### src/rtl/collatz_pkg.sv
// Shared types and widths for the Collatz step-count blocks (forward counter and inverse search).
package collatz_pkg;

   localparam int VAL_W_DEF = 16;
   localparam int CNT_W     = 8;

   typedef enum logic [2:0] {
      ST_IDLE,
      ST_LOAD,
      ST_ITER,
      ST_CHECK,
      ST_DONE
   } state_e;

endpackage

### src/rtl/collatz_step.sv
// One Collatz iteration: v/2 for even v, 3v+1 for odd v, with overflow detection on 3v+1.
module collatz_step
   import collatz_pkg::*;
#(
   parameter int VAL_W = VAL_W_DEF
) (
   input  logic [VAL_W-1:0] v,
   output logic [VAL_W-1:0] next_v,
   output logic             ovf_out
);

   // Two extra bits hold the full 3v+1 result so overflow is just the top bits.
   logic [VAL_W+1:0] tri_p1;

   assign tri_p1  = {2'b00, v} + {1'b0, v, 1'b0} + (VAL_W+2)'(1);
   assign next_v  = v[0] ? tri_p1[VAL_W-1:0] : {1'b0, v[VAL_W-1:1]};
   assign ovf_out = v[0] & (|tri_p1[VAL_W+1:VAL_W]);

endmodule

### src/rtl/collatz_inverse_search.sv
// Finds the smallest N in [1, N_MAX] whose Collatz trajectory reaches 1 in exactly `target` steps.
module collatz_inverse_search
   import collatz_pkg::*;
#(
   parameter int N_MAX = 255,
   parameter int VAL_W = VAL_W_DEF
) (
   input  logic             clk,
   input  logic             rst_n,
   input  logic             start,
   input  logic [CNT_W-1:0] target,
   output logic             busy,
   output logic             done,
   output logic             found,
   output logic [7:0]       n_out,
   output logic             ovf
);

   localparam int unsigned VAL_MAX = (32'd1 << VAL_W) - 32'd1;

   state_e           state_q;
   logic [7:0]       cand_q;
   logic [VAL_W-1:0] val_q;
   logic [CNT_W-1:0] cnt_q;
   logic [CNT_W-1:0] tgt_q;
   logic             cand_ovf_q;
   logic             busy_q;
   logic             done_q;
   logic             found_q;
   logic [7:0]       n_q;
   logic             ovf_q;

   logic [VAL_W-1:0] step_v;
   logic             step_ovf;
   logic             cand_fits;

   collatz_step #(.VAL_W(VAL_W)) u_step (
      .v       (val_q),
      .next_v  (step_v),
      .ovf_out (step_ovf)
   );

   // A candidate wider than the value register can never be evaluated faithfully.
   assign cand_fits = (32'(cand_q) <= VAL_MAX);

   // NOTE: every register here, including the datapath, is reset so an aborted
   // search leaves no stale state; all state updates use non-blocking assignment.
   always_ff @(posedge clk or negedge rst_n) begin
      if (!rst_n) begin
         state_q    <= ST_IDLE;
         cand_q     <= '0;
         val_q      <= '0;
         cnt_q      <= '0;
         tgt_q      <= '0;
         cand_ovf_q <= 1'b0;
         busy_q     <= 1'b0;
         done_q     <= 1'b0;
         found_q    <= 1'b0;
         n_q        <= '0;
         ovf_q      <= 1'b0;
      end else begin
         case (state_q)
            ST_IDLE: begin
               if (start) begin
                  tgt_q   <= target;
                  cand_q  <= 8'd1;
                  found_q <= 1'b0;
                  n_q     <= '0;
                  ovf_q   <= 1'b0;
                  busy_q  <= 1'b1;
                  state_q <= ST_LOAD;
               end
            end
            ST_LOAD: begin
               val_q      <= VAL_W'(cand_q);
               cnt_q      <= '0;
               cand_ovf_q <= !cand_fits;
               if (!cand_fits) ovf_q <= 1'b1;
               state_q    <= ST_ITER;
            end
            ST_ITER: begin
               if (cand_ovf_q || val_q == VAL_W'(1) || cnt_q == tgt_q) begin
                  state_q <= ST_CHECK;
               end else if (step_ovf) begin
                  ovf_q      <= 1'b1;
                  cand_ovf_q <= 1'b1;
                  state_q    <= ST_CHECK;
               end else begin
                  val_q <= step_v;
                  cnt_q <= cnt_q + CNT_W'(1);
               end
            end
            ST_CHECK: begin
               if (!cand_ovf_q && val_q == VAL_W'(1) && cnt_q == tgt_q) begin
                  found_q <= 1'b1;
                  n_q     <= cand_q;
                  busy_q  <= 1'b0;
                  done_q  <= 1'b1;
                  state_q <= ST_DONE;
               end else if (cand_q == 8'(N_MAX)) begin
                  busy_q  <= 1'b0;
                  done_q  <= 1'b1;
                  state_q <= ST_DONE;
               end else begin
                  cand_q  <= cand_q + 8'd1;
                  state_q <= ST_LOAD;
               end
            end
            ST_DONE: begin
               done_q  <= 1'b0;
               state_q <= ST_IDLE;
            end
            default: state_q <= ST_IDLE;
         endcase
      end
   end

   assign busy  = busy_q;
   assign done  = done_q;
   assign found = found_q;
   assign n_out = n_q;
   assign ovf   = ovf_q;

endmodule

### config.mk
export PLATFORM = sky130hd
export DESIGN_NAME = collatz_inverse_search
export DESIGN_NICKNAME = d
export VERILOG_FILES = /design/src/rtl/collatz_pkg.sv /design/src/rtl/collatz_step.sv /design/src/rtl/collatz_inverse_search.sv
export SDC_FILE = /design/constraint.sdc
export NUM_CORES = 1
export LEC_CHECK = 0
export BUFFER_PORTS_ARGS = -buffer_cell sky130_fd_sc_hd__buf_2
export CAP_MARGIN = 20
export CORE_MARGIN = 2
export CORE_UTILIZATION = 32
export CTS_BUF_LIST = sky130_fd_sc_hd__clkbuf_4 sky130_fd_sc_hd__clkbuf_8
export DETAILED_ROUTE_END_ITERATION = 12
export HOLD_SLACK_MARGIN = 0.06
export PLACE_DENSITY_LB_ADDON = 0.1
export SYNTH_ARGS = -nofsm -noshare
export SYNTH_HDL_FRONTEND = slang
export SYNTH_HIERARCHICAL = 1
export SYNTH_SLANG_ARGS = --single-unit
### constraint.sdc
create_clock -name clk -period 7.3 [get_ports clk]
set_clock_uncertainty 0.1 [all_clocks]
set_input_delay 1.095 -clock clk [delete_from_list [all_inputs] [get_ports clk]]
set_output_delay 1.095 -clock clk [all_outputs]
set_load 0.01 [all_outputs]
# Word level (Yosys, flattened, before mapping)
# Index checks and enable logic that the tools add are counted.
# totals
register_bits	56
inputBits	11
out_inout_bits	12
wordCells	86
# classes
addsub	4
eq_ne	16
n_mux	34
bitwise	1
n_reduce_logical	20
# op_table
cell	n
$mux W8	7
$mux W16	3
$pmux W8 S2	3
$pmux W16 S2	1
$add A16 B17 Y18	1
$add A18 B1 Y18 const B	1
$add A8 B1 Y8 const B	2
$eq A16 B1 Y1 const B	1
$mux W3	5
$ne A2 B2 Y1 const B	7
$pmux W3 S4	1
$reduce_and A3 Y1	4
$pmux W1 S2	5
$mux W1	9
$eq A8 B8 Y1	1
$eq A8 B8 Y1 const B	1
$reduce_and A4 Y1	2
$reduce_bool A2 Y1	4
$eq A3 B2 Y1 const B	2
$ne A3 B3 Y1 const B	2
$reduce_and A2 Y1	3
$eq A3 B1 Y1 const B	1
$eq A3 B3 Y1 const B	1
$logic_not A3 Y1	1
other kinds (5)	7

# Longest topological paths before layout
# Gate-level depths: netlist (run 1).
# depth
depth_word	7
mapped_depth	15
mapped_depth_nobuf	12

# Cells and area by module
# Netlist (run 1), hierarchy kept.
# by_module_without_submodules
module	n_inst	cells_per_inst	area_per_inst_um2
collatz_inverse_search	1	262	2688.8
collatz_step	1	178	1261.2

# Worst setup path before layout (run 1)
# Ideal clock, no wire load.
# synth_timing
path_type	register -> register
from	reg val_q[0]
to	reg cnt_q[0]
t_arrival_ps	3245
required_time_ps	7075
path_slack_ps	3831
path_stages_with_launch	16
path_buffers	3
synth_period_minus_slack_ps	3469
cell_sequence	dfrtp_1 clkbuf_1 inv_1 clkbuf_1 ha_1 nand2b_1 a2111oi_2 o31ai_1 o22ai_1 o22ai_1 inv_1 nand3_1 a211oi_2 nor2_2 buf_2 mux2_2
# synth_via
elab_chain_cells	6
# synth_lines
item	line	text
start: declaration	collatz_inverse_search.sv:23	logic [VAL_W-1:0] val_q;
start signal: assignment	collatz_inverse_search.sv:75	val_q <= VAL_W'(cand_q);
start signal: assignment	collatz_inverse_search.sv:89	val_q <= step_v;
$add A16 B17 Y18	collatz_step.sv:15	assign tri_p1 = {2'b00, v} + {1'b0, v, 1'b0} + (VAL_W+2)'(1);
$add A18 B1 Y18	collatz_step.sv:15	
$reduce_or A2 Y1	collatz_step.sv:17	assign ovf_out = v[0] & (|tri_p1[VAL_W+1:VAL_W]);
$and A1 B1 Y1 (*)	collatz_step.sv:17	
via step_ovf	collatz_inverse_search.sv:34	logic step_ovf;
$ne A2 B2 Y1 (no line) (*)	n/a	
$reduce_and A3 Y1 (no line) (*)	n/a	
end signal: assignment	collatz_inverse_search.sv:90	cnt_q <= cnt_q + CNT_W'(1);
end: declaration	collatz_inverse_search.sv:24	logic [CNT_W-1:0] cnt_q;
# The timed path passes the listed nets; every way through them passes the cells marked *.
# A chain may end at the register's enable or synchronous reset.

# Worst setup path after layout (run 1)
# layout_timing
from	reg val_q[0]
to	reg val_q[2]
# layout_via
elab_chain_cells	6
# layout_lines
item	line
$add A16 B17 Y18	collatz_step.sv:15
$add A18 B1 Y18	collatz_step.sv:15
$reduce_or A2 Y1	collatz_step.sv:17
$and A1 B1 Y1 (*)	collatz_step.sv:17
via step_ovf	collatz_inverse_search.sv:34
$ne A2 B2 Y1 (no line) (*)	n/a
$reduce_and A3 Y1 (no line) (*)	n/a
# The timed path passes the listed nets; every way through them passes the cells marked *. The select of a mux whose other input is x is not followed.

==> results of run 1 <==
[metrics by stage]
step                      instance area (µm²)  std cells
after floorplan                          3950        440
after global placement                   4160        592
after detailed placement                 4160        592
after CTS                                4260        599
after global routing                     4260        599
final                                    4260        599
[routing by layer]
layer  global-route usage, %  vias to the layer above  routed length (µm)
met1                    23.6                     1559                5200
met3                    1.79                        9                 256
met5                       0                        -                   0
li1                        -                     1645                   -
met2                    23.8                       50                4400
met4                    4.50                        0                 144
[critical path, stage by stage, from the launching register on]
cell and delay (ns):
dfrtp_1 0.83, inv_1 0.47, ha_1 0.44, nand2b_1 0.07, a2111oi_2 0.41, o31ai_1 0.14
o22ai_1 0.14, o22ai_1 0.15, inv_1 0.14, nand3_1 0.09, a211oi_2 0.84, nor2_2 0.37
mux2_2 0.37
[report_power, final]
group | internal (mW) | leakage [nW] | switching [mW]
combinational | 0.211 | 1.14 | 0.328
sequential | 0.373 | 0.748 | 0.0967
clock | 0.0848 | 0.0503 | 0.101
total | 0.669 | 1.94 | 0.526
[sequential cells by signal (all words and copies together) (netlist names), 3 cells and up]
register / count
cand_q: 8
n_out: 8
tgt_q: 8
cnt_q: 8
val_q: 16
state_q: 3
[final cells by class]
type                       instances  area [µm²]
sequential                        56        1400
inverter                          18        67.6
clock buffer                       7        96.3
timing repair buffer              24         125
tap                              147         184
multi-input combinational        347        2380
fill                            1286        7760
[kinds of logic after synthesis]
group                    after synthesis
AND/OR/NAND/NOR                      180
AO/OA/AOI/OAI                        111
flip-flops                            56
buffers and inverters                 37
adder cells (fa/ha/maj)               22
multiplexers                          21
XOR/XNOR                              13
[worst paths after layout]
kind	start	slack, ns	endpoint	cells after the start
setup / recovery	val_q[0]$_DFFE_PN0P_	2.60	val_q[2]$_DFFE_PN0P_	12
hold / removal	found$_DFFE_PN0P_	0.39	found$_DFFE_PN0P_	2
setup reg to reg	val_q[0]$_DFFE_PN0P_	2.60	val_q[2]$_DFFE_PN0P_	12
hold reg to reg	found$_DFFE_PN0P_	0.39	found$_DFFE_PN0P_	2
max in group asynchronous	rst_n	5.79	cnt_q[7]$_DFFE_PN0P_	2
min in group asynchronous	rst_n	0.81	n_out[0]$_DFFE_PN0P_	2
[cells in the final DEF (no fill, tap or decap), types with 8 or more instances in the layout]
master    n
xnor2_1  11
a31o_2    8
dfrtp_1  56
o31ai_1  11
inv_1    18
nand2_1  87
ha_1     21
o21ai_0  11
buf_2    22
o21a_1    8
mux2_2   15
nor2_1   14
nand3_1   8
a21oi_1  27
nor3_1    9
a22o_1    9
==> results.json, run 1 <==
{
  "status": "completed",
  "syn-cell-area_mm2": 0.00395,
  "crit_required_ns": 7.41,
  "cap_violations": 0,
  "grt_pass1_vias": 3118,
  "remaining_drc_errors": 0,
  "ios": 23,
  "worst_slack_ns": 2.60,
  "synth_top_area_share_pct": 35.5,
  "clk_path_buf_depth": 2,
  "leakage_nw": 1.94,
  "cts.sinks": 56,
  "wire_per_inst_um": 16.7,
  "coreArea_mm2": 0.0120,
  "grt_pass1_wl_um": 16700,
  "start_util_pct": 32.9,
  "synth-xor-area-share_pct": 2.88,
  "ys_ff_latch": 56,
  "path_class": "flip-flop to flip-flop",
  "firstDrtPassIters": 4,
  "clock_latency_ns": 0.31,
  "syn_to_final_growth_pct": 7.73,
  "h-tree-depth": 2,
  "diodes": 0,
  "max_slew.worst_pin.slew_ns": 1.05,
  "rsz0062_at_grt": "false",
  "maxSlewHeadroom_pct": 30.0,
  "finalHoldViolCount": 0,
  "synth.most_common_cell": "nand2_1",
  "dp_slack_ns": 2.64,
  "vdd_drop_max_uv": 126,
  "fp-row-count": 40,
  "ys_types": 68,
  "yosys.area.top_type": "dfrtp_1",
  "final_util_pct": 35.4,
  "io_buffers": 22,
  "syn-num-nets": 473,
  "cts_tree": "yes",
  "synth_top_flop_cell": "dfrtp_1",
  "clkTransAtPathRegs_ns": 0.10,
  "fmax_ghz": 0.213,
  "syn_area_per_cell_um2": 8.98,
  "grt_max_degree": 57,
  "start_kind": "flip-flop",
  "hpwl_um": 7310,
  "via_count": 3263,
  "hp-class": "flip-flop to flip-flop",
  "antenna_found_initial": 0,
  "cts_inserted_buffers": 5,
  "synth_top_family_by_area": "simple AND/OR/NAND/NOR gates",
  "ant_nets": 0,
  "avgViaCountPerCell": 5.45,
  "grt.overflow.total": 0,
  "synthTopCellsByArea": "dfrtp_1 (35%), nand2_1 (8.3%), ha_1 (6.7%), mux2_2 (4.3%), a21oi_1 (3.4%)",
  "netlist_instances": 440,
  "synth-edff-count": 0,
  "cts.repair.resized": 0,
  "wl_um": 10000,
  "timing.hold.ws_ns": 0.390,
  "p_per_area_mw_per_mm2": 281,
  "die_h_um": 115,
  "synth_compound_area_share_pct": 20.5,
  "die_area_mm2": 0.0132,
  "synth.top_cells.by_count": "nand2_1 (87), dfrtp_1 (56), a21oi_1 (27), ha_1 (21), inv_1 (18)",
  "synth_fa_ha_area_share_pct": 7.16,
  "place.gp.congestion": 0.791,
  "drive_above_1_share_pct": 17.3,
  "grt.total_usage_pct": 15.7,
  "initialDrtViolationCount": 219,
  "ys_seq_area_share_pct": 35.5,
  "synth_mux_area_share_pct": 5.80,
  "synthArstFlopShare_pct": 100,
  "end_kind": "flip-flop",
  "setup_viol": 0,
  "yosys_warnings": 6,
  "min_period_ns": 4.70,
  "p_total_mw": 1.19,
  "cts_root_buf": "clkbuf_8",
  "yosys.area_share.simple_pct": 23.9,
  "dieWidth_um": 115,
  "fin_tns_setup_ns": 0,
  "final_max_slew_viol_count": 0,
  "critical_path.max_fanout": 23,
  "arrival_ns": 4.80,
  "nets": 485,
  "cts-hold-fix-buffers": 0,
  "fin_crit_sh_pct": 64.3,
  "cts_setup_buffers": 0
}
Power figures use the tool's default switching activity.
==> inputs of run 2 (changes only) <==
Clock period 7.3 ns to 3.9 ns, I/O delays scaled along.
==> results.json, run 2 (synthesized netlist as in run 1, its figures left out) <==
{
  "cts_setup_buffers": 0,
  "via_count": 3331,
  "cts_tree": "yes",
  "clkTransAtPathRegs_ns": 0.09,
  "crit_chain": "ha_1, a21oi_1, o21ai_1, o21ai_0, nor4b_1, o22ai_1, inv_1, o211ai_1, or4_1, a21oi_1",
  "hpwl_um": 7310,
  "fp-row-count": 40,
  "nFillCells": 1276,
  "dieWidth_um": 115,
  "clk_path_buf_depth": 2,
  "final_common_cell": "nand2_1",
  "end_kind": "flip-flop",
  "hp-class": "input port to flip-flop",
  "ant_nets": 0,
  "start_kind": "flip-flop",
  "start_util_pct": 32.9,
  "status": "completed",
  "h-tree-depth": 2,
  "ios": 23,
  "cts.repair.resized": 0,
  "cts_root_buf": "clkbuf_8",
  "p_per_area_mw_per_mm2": 531,
  "fin_tns_setup_ns": 0,
  "critical_path.max_fanout": 7,
  "max_slew.worst_pin.slew_ns": 0.828,
  "place.gp.congestion": 0.894,
  "path_class": "flip-flop to flip-flop",
  "final_max_slew_viol_count": 0,
  "setup_viol": 0,
  "min_period_ns": 3.19,
  "wire_per_inst_um": 16.5,
  "grt.total_usage_pct": 15.8,
  "cp_slowest_cell": "or4_1",
  "crit_required_ns": 4.04,
  "io_buffers": 22,
  "grt.overflow.total": 0,
  "grt_pass1_vias": 3188,
  "die_area_mm2": 0.0132,
  "maxSlewHeadroom_pct": 44.4,
  "coreArea_mm2": 0.0120,
  "largest_reg_flops": 16,
  "cts_inserted_buffers": 5,
  "clock_latency_ns": 0.32,
  "nets": 492,
  "remaining_drc_errors": 0,
  "antenna_found_initial": 0,
  "drive_above_1_share_pct": 18.5,
  "cts-hold-fix-buffers": 0,
  "fin_crit_sh_pct": 81.8,
  "diodes": 0,
  "cts.sinks": 56,
  "grt_max_degree": 44,
  "initialDrtViolationCount": 160,
  "die_h_um": 115,
  "leakage_nw": 1.98,
  "rsz0062_at_grt": "false",
  "grt_pass1_wl_um": 16800,
  "firstDrtPassIters": 4,
  "regMostFlops": "val_q",
  "arrival_ns": 3.33,
  "fmax_ghz": 0.313,
  "syn_to_final_growth_pct": 9.47,
  "avgViaCountPerCell": 5.49,
  "final_cell_mix": "nand2_1 (87), dfrtp_1 (56), a21oi_1 (27), buf_2 (22), ha_1 (21)",
  "path_common_cell": "a21oi_1",
  "final_util_pct": 36.0,
  "vdd_drop_max_uv": 287,
  "wl_um": 10000,
  "cap_violations": 0,
  "critPathMaxStageDelay_ns": 0.52,
  "finalHoldViolCount": 0
}
[run 2: final timing paths]
| path | startpoint | end | slack, ns | cells after the start |
|---|---|---|---|---|
| max | val_q[6]$_DFFE_PN0P_ | cnt_q[6]$_DFFE_PN0P_ | 0.71 | 10 |
| min | target[6] | tgt_q[6]$_DFFE_PN0P_ | 0.35 | 3 |
| max reg2reg | val_q[6]$_DFFE_PN0P_ | cnt_q[6]$_DFFE_PN0P_ | 0.71 | 10 |
| min reg2reg | found$_DFFE_PN0P_ | found$_DFFE_PN0P_ | 0.38 | 2 |
| max in group asynchronous | rst_n | val_q[10]$_DFFE_PN0P_ | 2.38 | 4 |
| min in group asynchronous | rst_n | n_out[3]$_DFFE_PN0P_ | 0.58 | 2 |
[run 2: critical path, delay by kind of cell, from the launching register on]
| family | cells | cell delay, ns |
|---|---|---|
| DFF | 1 | 0.44 |
| AOI/OAI and AO/OA | 6 | 1.23 |
| and+or+nand+nor | 2 | 0.79 |
| buffers and inverters | 1 | 0.13 |
| adders and majority gates | 1 | 0.41 |
[run 2: report_power, final]
part / switching (mW) / leakage (nW) / internal (mW)
clock network: 0.186 / 0.0523 / 0.159
logic: 0.656 / 1.18 / 0.441
registers: 0.155 / 0.748 / 0.700
[run 2: layout make-up]
type / instances / area (µm²) / share of cell area, %
Timing Repair Buffer: 31 / 193 / 4.46
Inverter: 18 / 67.6 / 1.56
Sequential cell: 56 / 1400 / 32.4
Multi-Input combinational cell: 347 / 2380 / 55.1
Clock buffer: 8 / 97.6 / 2.26
Tap cell: 147 / 184 / 4.25
[run 2: routing by layer]
metal | global-route usage [%] | share of wire, %
met4 | 4.58 | 1.7
met3 | 2.00 | 2.7
met5 | 0 | 0
met2 | 24.7 | 44
met1 | 22.9 | 51
[run 2: through the flow]
stage	std cells	area (µm²)	hold WS, ns	setup slack, ns	total power, mW
after floorplan	440	3950	0.189	0.431	1.67
after global placement	597	4200	0.364	0.758	1.97
after detailed placement	597	4200	0.365	0.752	1.96
after CTS	605	4290	0.337	0.730	2.33
after global routing	607	4320	0.346	0.502	2.50
final	607	4320	0.355	0.709	2.30
